--- src/rtl/pulse_freq_meter.sv ---
// rtl/pulse_freq_meter.sv - edge-count frequency and rising-edge period meter for an asynchronous pulse train
module pulse_freq_meter #(
    parameter int GATE_CYCLES = 100000000,
    parameter int CNT_W       = 16,
    parameter int PER_W       = 32
) (
    input  logic             clk,
    input  logic             rst,
    input  logic             en,
    input  logic             pulse_in,
    output logic [CNT_W-1:0] freq,
    output logic             freq_valid,
    output logic [PER_W-1:0] period,
    output logic             period_valid,
    output logic             stalled,
    output logic             ovf
);

    localparam int               GATE_W    = $clog2(GATE_CYCLES);
    localparam logic [GATE_W-1:0] GATE_LAST = GATE_W'(GATE_CYCLES - 1);
    localparam logic [CNT_W-1:0]  CNT_MAX   = '1;
    localparam logic [PER_W-1:0]  PER_MAX   = '1;

    logic              s1;
    logic              s2;
    logic              s3;
    logic              edge_det;
    logic [GATE_W-1:0] gate_cnt;
    logic [CNT_W-1:0]  edge_cnt;
    logic              sat;
    logic [PER_W-1:0]  per_cnt;
    logic              first_seen;

    logic              terminal;
    logic [CNT_W-1:0]  cnt_final;
    logic              sat_final;
    logic [PER_W-1:0]  per_inc;

    // Rising edge of the synchronised input, one cycle wide.
    assign edge_det = s2 & ~s3;

    // Two-flop synchroniser plus history flop; runs regardless of en so the
    // first enabled cycle already sees a settled input.
    always_ff @(posedge clk) begin
        if (rst) begin
            s1 <= 1'b0;
            s2 <= 1'b0;
            s3 <= 1'b0;
        end else begin
            s1 <= pulse_in;
            s2 <= s1;
            s3 <= s2;
        end
    end

    // Saturating next values: the count including this cycle's edge, the sticky
    // overflow flag, and the period counter advanced by one.
    always_comb begin
        terminal  = (gate_cnt == GATE_LAST);
        cnt_final = edge_cnt;
        sat_final = sat;
        if (edge_det) begin
            if (edge_cnt == CNT_MAX) begin
                sat_final = 1'b1;
            end else begin
                cnt_final = edge_cnt + 1'b1;
            end
        end
        per_inc = (per_cnt == PER_MAX) ? PER_MAX : per_cnt + 1'b1;
    end

    // Gate window: count edges, publish the closing count on the terminal cycle.
    always_ff @(posedge clk) begin
        if (rst) begin
            gate_cnt   <= '0;
            edge_cnt   <= '0;
            sat        <= 1'b0;
            freq       <= '0;
            freq_valid <= 1'b0;
            stalled    <= 1'b0;
            ovf        <= 1'b0;
        end else begin
            freq_valid <= 1'b0;
            if (!en) begin
                gate_cnt <= '0;
                edge_cnt <= '0;
                sat      <= 1'b0;
            end else if (terminal) begin
                gate_cnt   <= '0;
                edge_cnt   <= '0;
                sat        <= 1'b0;
                freq       <= cnt_final;
                ovf        <= sat_final;
                stalled    <= (cnt_final == '0);
                freq_valid <= 1'b1;
            end else begin
                gate_cnt <= gate_cnt + 1'b1;
                edge_cnt <= cnt_final;
                sat      <= sat_final;
            end
        end
    end

    // Period: cycles between consecutive edges; the first edge only arms the measurement.
    always_ff @(posedge clk) begin
        if (rst) begin
            per_cnt      <= '0;
            first_seen   <= 1'b0;
            period       <= '0;
            period_valid <= 1'b0;
        end else begin
            period_valid <= 1'b0;
            if (!en) begin
                per_cnt    <= '0;
                first_seen <= 1'b0;
            end else if (edge_det) begin
                per_cnt    <= '0;
                first_seen <= 1'b1;
                if (first_seen) begin
                    period       <= per_inc;
                    period_valid <= 1'b1;
                end
            end else begin
                per_cnt <= per_inc;
            end
        end
    end

endmodule
--- config.mk ---
export PLATFORM = sky130hd
export DESIGN_NAME = pulse_freq_meter
export DESIGN_NICKNAME = d
export VERILOG_FILES = /design/src/rtl/pulse_freq_meter.sv
export SDC_FILE = /design/constraint.sdc
export NUM_CORES = 1
export LEC_CHECK = 0
export ABC_AREA = 1
export CAP_MARGIN = 10
export CORE_ASPECT_RATIO = 0.7
export CORE_MARGIN = 2
export CORE_UTILIZATION = 52
export CTS_CLUSTER_SIZE = 30
export DETAILED_ROUTE_END_ITERATION = 8
export GPL_ROUTABILITY_DRIVEN = 0
export PLACE_DENSITY = 0.74
export SYNTH_ARGS = -nofsm -noshare
export SYNTH_HDL_FRONTEND = slang
export SYNTH_SLANG_ARGS = --single-unit
--- constraint.sdc ---
create_clock -name clk -period 1.9 [get_ports clk]
set_clock_uncertainty 0.05 [all_clocks]
set_input_delay 0.19 -clock clk [delete_from_list [all_inputs] [get_ports clk]]
set_output_delay 0.19 -clock clk [all_outputs]
set_load 0.01 [all_outputs]
==> flow_summary.json, run 1 <==
{
  "slew_violations": 0,
  "io_buffer_count": 55,
  "slew-limit-headroom": 0.7071,
  "multi_input_area_mm2": 0.003284,
  "hold_viol": 0,
  "pin_count": 56,
  "hold_class": "primary input to register",
  "final_area_mm2": 0.008192,
  "dp.cells": 1121,
  "rows": 33,
  "fp.dieArea_mm2": 0.01318,
  "worstPathMaxFanout": 4,
  "grt_pass1_vias": 5275,
  "dp_hpwl_um": 10630,
  "drc_errors": 0,
  "die_x_um": 136.4,
  "cts-root-buf": "clkbuf_16",
  "drt-pass1-iter-count": 5,
  "ys_warn_count": 0,
  "antenna_found_initial": 0,
  "synth_area_leaders": "dfxtp_1, nand2_1, nor2_1",
  "via_per_inst": 5.117,
  "setup.worst_path.end_class": "register",
  "synth-adder-area-share": 0.005887,
  "cts_tree": "built",
  "synth_top_area_cell": "dfxtp_1",
  "cts_made_buffers": 17,
  "critPathLaunchType": "register",
  "postRouteAntennaNets": 0,
  "seqCellArea_mm2": 0.002670,
  "whs_ns": 0.2567,
  "synthCells": 895,
  "post_synth_num_cell_types": 43,
  "instances_no_fill": 1162,
  "placed_cell_area_mm2": 0.007318,
  "avgRoutedWirePerCell_um": 13.44,
  "period_share": 0.9619,
  "synth-async-reset-ratio": 0,
  "core_area_mm2": 0.01185,
  "antennaDiodeCount": 0,
  "synth_top_family_by_area": "simple AND/OR/NAND/NOR gates",
  "synth_area_mm2": 0.006376,
  "worstPathRequired_ns": 2.21,
  "rsz0062_at_grt": "true",
  "dr_total_vias": 5946,
  "setup_viol": 0,
  "drive_above_1_share": 0.2000,
  "status": "finished, final reports clean",
  "yosysSeqAreaShare": 0.4144,
  "clock_sink_count": 132,
  "power.density_mw_per_mm2": 735.2,
  "htreeDepth": 4,
  "fin_util": 0.6913,
  "synth_mux_area_frac": 0,
  "synth_compound_area_frac": 0.09714,
  "irDropWorstVdd_mv": 0.6682,
  "synthToLayoutAreaGrowth_pct": 28.47,
  "grt_max_degree": 38,
  "synth-edff-count": 0,
  "p_leak_uw": 0.003570,
  "timing.fmax_mhz": 547.2,
  "synthSimpleGateAreaFrac": 0.3462,
  "clk_latency_ns": 0.43,
  "worst_pin_slew_ns": 0.4388,
  "ys.flop_type": "dfxtp_1",
  "routed_wl_um": 15620,
  "overflow": 0,
  "period_needed_ns": 1.828,
  "syn_nets": 902,
  "crit_type": "register to register",
  "cp.arrival_ns": 2.13,
  "yosys.area.top_type_share": 0.4144,
  "cts_buffer_depth": 2,
  "start_util": 0.5381,
  "grt_usage": 0.2402,
  "maxCapViolCount": 0,
  "die_y_um": 96.65,
  "fin_nets": 999,
  "synth_seq_cells": 132,
  "drtIter0Drc": 481,
  "path_clk_slew_ns": 0.06,
  "grt_first_pass_wirelength_um": 25490,
  "nFillCells": 955,
  "synthXorXnorAreaFrac": 0.03159,
  "syn-mean-instance-area_um2": 7.124
}
[worst paths after layout]
check                         startpoint                      end  slack, ns  depth (start not counted)
hold / removal                  pulse_in            s1$_SDFF_PP0_       0.26                          3
setup reg to reg  per_cnt[15]$_SDFF_PP0_  period[28]$_SDFFE_PP0P_       0.07                         10
hold reg to reg   gate_cnt[0]$_SDFF_PP0_   gate_cnt[0]$_SDFF_PP0_       0.37                          1
setup / recovery  per_cnt[15]$_SDFF_PP0_  period[28]$_SDFFE_PP0P_       0.07                         10
[state kept, by name, summed over array words and instances, names as in the netlist]
name	count
ovf	1
per_cnt	32
gate_cnt	27
s1	1
first_seen	1
period_valid	1
freq	16
stalled	1
period	32
s3	1
edge_cnt	16
freq_valid	1
s2	1
sat	1
[worst max-delay path, stage by stage (launching register included)]
cell     delay, ns
dfxtp_2       0.36
nand2_2       0.10
nor3_4        0.26
nand4_1       0.19
nor3_4        0.30
nand3_2       0.12
nand2_1       0.08
inv_1         0.04
nor2_2        0.12
nor2_1        0.05
nor2_1        0.09
[stage by stage]
stage	power (µW)	TNS, ns	setup WS [ns]
finish	6022	0	0.07244
global route	6196	-0.1856	-0.05453
CTS	6047	0	0.04499
detailed placement	2962	0	0.06729
global placement	2961	0	0.05349
floorplan	2909	0	0.1629
[power by group]
part / internal, µW / switching (µW)
clock: 1720 / 1390
combinational: 41.4 / 82.3
sequential: 2780 / 6.34
total: 4540 / 1480
[repair_timing]
item / CTS / global route
resized for setup: 0 / 70
buffers inserted: 0 / 9
hold buffers: 0 / 0
setup endpoints to repair: 0 / 55
[metal layers]
| metal | share of wire | global-route usage |
|---|---|---|
| met3 | 0.062 | 0.05713 |
| met2 | 0.40 | 0.3239 |
| met4 | 0.013 | 0.07853 |
| met5 | 0 | 0 |
| met1 | 0.52 | 0.3697 |
[cell usage after synthesis, types with 2 or more instances]
cell type	n
nand4_2	3
o21ai_0	33
xnor2_1	8
nand3b_1	4
o21ai_1	19
or2_0	4
nand3_2	8
nand4_1	14
nand2_1	165
nand2_2	9
nor2_4	6
buf_1	2
nor2_1	133
nor3b_2	2
clkbuf_1	7
inv_2	10
nor2_2	14
a31oi_1	4
nand3_1	56
nor3_2	3
xor2_1	15
o211ai_1	15
a21oi_1	35
or2_2	4
nor3_4	2
buf_2	14
nor3_1	20
buf_6	3
inv_1	129
dfxtp_1	132
ha_1	3
o21a_1	3
nand2_4	4
nor4_1	3
[placed cells by master (no fill, tap or decap), drive strengths merged]
| master | netlist | final |
|---|---|---|
| xnor2 | 8 | 8 |
| clkbuf | 8 | 17 |
| a31oi | 4 | 4 |
| nand4 | 18 | 18 |
| nand3b | 4 | 4 |
| nor4 | 4 | 4 |
| ha | 3 | 3 |
| nor3 | 25 | 25 |
| xor2 | 15 | 15 |
| a21o | 1 | 1 |
| clkinv | 1 | 3 |
| o21ai | 52 | 52 |
| buf | 19 | 50 |
| nor3b | 2 | 2 |
| clkdlybuf4s50 | 0 | 55 |
| or2 | 9 | 9 |
| dfxtp | 132 | 132 |
| o21a | 3 | 3 |
| nand2 | 178 | 178 |
| inv | 139 | 149 |
| a211oi | 1 | 1 |
| nor2 | 154 | 154 |
| clkinvlp | 0 | 3 |
| nand3 | 64 | 64 |
| o211ai | 15 | 15 |
| a21oi | 36 | 36 |
[final cells by class]
class,count,area share
multi-input cells,596,0.4009
well taps,157,0.02398
inverters,140,0.06415
flip-flops and latches,132,0.3260
repair buffers,105,0.1165
clock buffers,17,0.05193
clock inverters,15,0.01650
[logic make-up (layout without fill, tap and decap cells)]
group / after synthesis / count (layout)
adders and majority gates: 3 / 3
xor gates and xnor gates: 23 / 23
DFF: 132 / 132
and+or+nand+nor: 458 / 458
AOI/OAI and AO/OA: 112 / 112
buffers and inverters: 167 / 277
Note: power is estimated with default switching activity, not from simulation.
==> run 2, diff against run 1 <==
--- a/config.mk
+++ b/config.mk
@@ -14,6 +14,7 @@
 export DETAILED_ROUTE_END_ITERATION = 8
 export GPL_ROUTABILITY_DRIVEN = 0
 export PLACE_DENSITY = 0.74
+export SKIP_LAST_GASP = 1
 export SYNTH_ARGS = -nofsm -noshare
 export SYNTH_HDL_FRONTEND = slang
 export SYNTH_SLANG_ARGS = --single-unit
==> flow_summary.json, run 2 (synthesis gave the netlist of run 1 again) <==
{
  "status": "finished, final reports clean",
  "pwr-share-comb": 0.021,
  "placed_cell_area_mm2": 0.007318,
  "synthToLayoutAreaGrowth_pct": 28.39,
  "rows": 33,
  "worstPathMaxFanout": 4,
  "start_util": 0.5381,
  "rsz0062_at_grt": "true",
  "path_clk_slew_ns": 0.06,
  "p_leak_uw": 0.003570,
  "dr_total_vias": 5927,
  "routed_wl_um": 15600,
  "antenna_found_initial": 0,
  "dp.cells": 1121,
  "worstPathRequired_ns": 2.21,
  "antennaDiodeCount": 0,
  "via_per_inst": 5.101,
  "grt_pass1_vias": 5275,
  "timing.fmax_mhz": 548.6,
  "cts-root-buf": "clkbuf_16",
  "cts_made_buffers": 17,
  "drive_above_1_share": 0.1990,
  "maxCapViolCount": 0,
  "worst_pin_slew_ns": 0.4515,
  "setup_viol": 0,
  "final_area_mm2": 0.008187,
  "swShare": 0.2467,
  "fin_setup_tns_ns": 0,
  "fin_util": 0.6908,
  "cts_hold_buf": 0,
  "hold_viol": 0,
  "htreeDepth": 4,
  "crit_start": "per_cnt[15]$_SDFF_PP0_",
  "hold_class": "primary input to register",
  "r2r_start": "per_cnt[15]$_SDFF_PP0_",
  "clock_power_share": 0.518,
  "reg.largest.list": "per_cnt x32, period x32, gate_cnt x27",
  "grt_first_pass_wirelength_um": 25490,
  "setup_ws_ns": 0.07713,
  "overflow": 0,
  "grt_max_degree": 38,
  "p_int_uw": 4543,
  "fin_nets": 999,
  "setup.worst_path.end_class": "register",
  "min_from": "pulse_in",
  "cpPeakStageDelay_ns": 0.36,
  "grt_usage": 0.2402,
  "dp_hpwl_um": 10630,
  "cts_buffer_depth": 2,
  "drc_errors": 0,
  "core_area_mm2": 0.01185,
  "die_x_um": 136.4,
  "slew-limit-headroom": 0.6987,
  "instances_no_fill": 1162,
  "cp.arrival_ns": 2.13,
  "pwr-share-seq": 0.462,
  "postRouteAntennaNets": 0,
  "drt-pass1-iter-count": 5,
  "period_needed_ns": 1.823,
  "slew_violations": 0,
  "io_buffer_count": 55,
  "die_y_um": 96.65,
  "slowest_stage": "dfxtp_2",
  "clk_latency_ns": 0.43,
  "irDropWorstVdd_mv": 0.6695,
  "pin_count": 56,
  "avgRoutedWirePerCell_um": 13.43,
  "dp_slack_ns": 0.06729,
  "crit_chain": "nand2_2 > nor3_4 > nand4_1 > nor3_4 > nand3_2 > nand2_1 > inv_1 > nor2_2 > nor2_1 > nor2_1",
  "final_common_cell": "nand2_1",
  "critPathLaunchType": "register",
  "fp.dieArea_mm2": 0.01318,
  "period_share": 0.9594,
  "layout_common_cells": "nand2_1, inv_1, nor2_1, dfxtp_1, clkdlybuf4s50_1",
  "cts_tree": "built",
  "switchingPower_uw": 1488,
  "power.density_mw_per_mm2": 736.6,
  "drtIter0Drc": 490,
  "clock_sink_count": 132,
  "crit_type": "register to register"
}
-- run 2: final timing paths --
| check | to | slack, ns | cells after the start |
|---|---|---|---|
| max | period[28]$_SDFFE_PP0P_ | 0.08 | 10 |
| max reg2reg | period[28]$_SDFFE_PP0P_ | 0.08 | 10 |
| min | s1$_SDFF_PP0_ | 0.26 | 3 |
| min reg2reg | gate_cnt[0]$_SDFF_PP0_ | 0.37 | 1 |
-- run 2: routing by layer --
| layer | track usage | vias up | wire (µm) |
|---|---|---|---|
| met1 | 0.3697 | 2715 | 8101 |
| met2 | 0.3239 | 164 | 6306 |
| met5 | 0 | - | 0 |
| met3 | 0.05713 | 18 | 992 |
| met4 | 0.07853 | 0 | 199 |
| li1 | - | 3030 | - |
-- run 2: area by class of cell --
class	count	area, µm²
Fill cell	956	3664
Multi-Input combinational cell	596	3279
Sequential cell	132	2670
Timing Repair Buffer	105	954.7
Inverter	140	525.5
Clock buffer	17	425.4
Tap cell	157	196.4
Clock inverter	15	135.1
-- run 2: timing repair --
action,CTS,global route
endpoints found under the setup margin,0,55
endpoints found under the hold margin,0,0
resized for setup,0,69
setup buffers,0,9
-- run 2: stage by stage --
stage	power [µW]	hold slack [ns]
3_3_place_gp	2961	0.3553
3_5_place_dp	2962	0.3583
6_report	6030	0.2565
4_1_cts	6047	0.2567
2_1_floorplan	2909	0.2470
5_1_grt	6196	0.2729
-- run 2: power groups by stage --
stage	logic, µW	registers [µW]	clock network (µW)
after global routing	135	2780	3280
final	124	2780	3120
after CTS	120	2780	3150
after floorplan	64.9	2840	0
after detailed placement	119	2840	0
after global placement	118	2840	0
-- run 2: worst max-delay path: cells and delay by family (launching register included) --
family                 cells  cell delay (ns)
buffers and inverters      1             0.04
DFF                        1             0.36
and+or+nand+nor            9             1.32
==> run 3, diff against run 2 <==
--- a/config.mk
+++ b/config.mk
@@ -10,11 +10,13 @@
 export CORE_ASPECT_RATIO = 0.7
 export CORE_MARGIN = 2
 export CORE_UTILIZATION = 52
+export CTS_CLUSTER_DIAMETER = 60
 export CTS_CLUSTER_SIZE = 30
 export DETAILED_ROUTE_END_ITERATION = 8
 export GPL_ROUTABILITY_DRIVEN = 0
 export PLACE_DENSITY = 0.74
 export SKIP_LAST_GASP = 1
+export SLEW_MARGIN = 10
 export SYNTH_ARGS = -nofsm -noshare
 export SYNTH_HDL_FRONTEND = slang
 export SYNTH_SLANG_ARGS = --single-unit
==> results of run 3 <==
No change in the layout: final DEF, timing and power equal those of run 2.
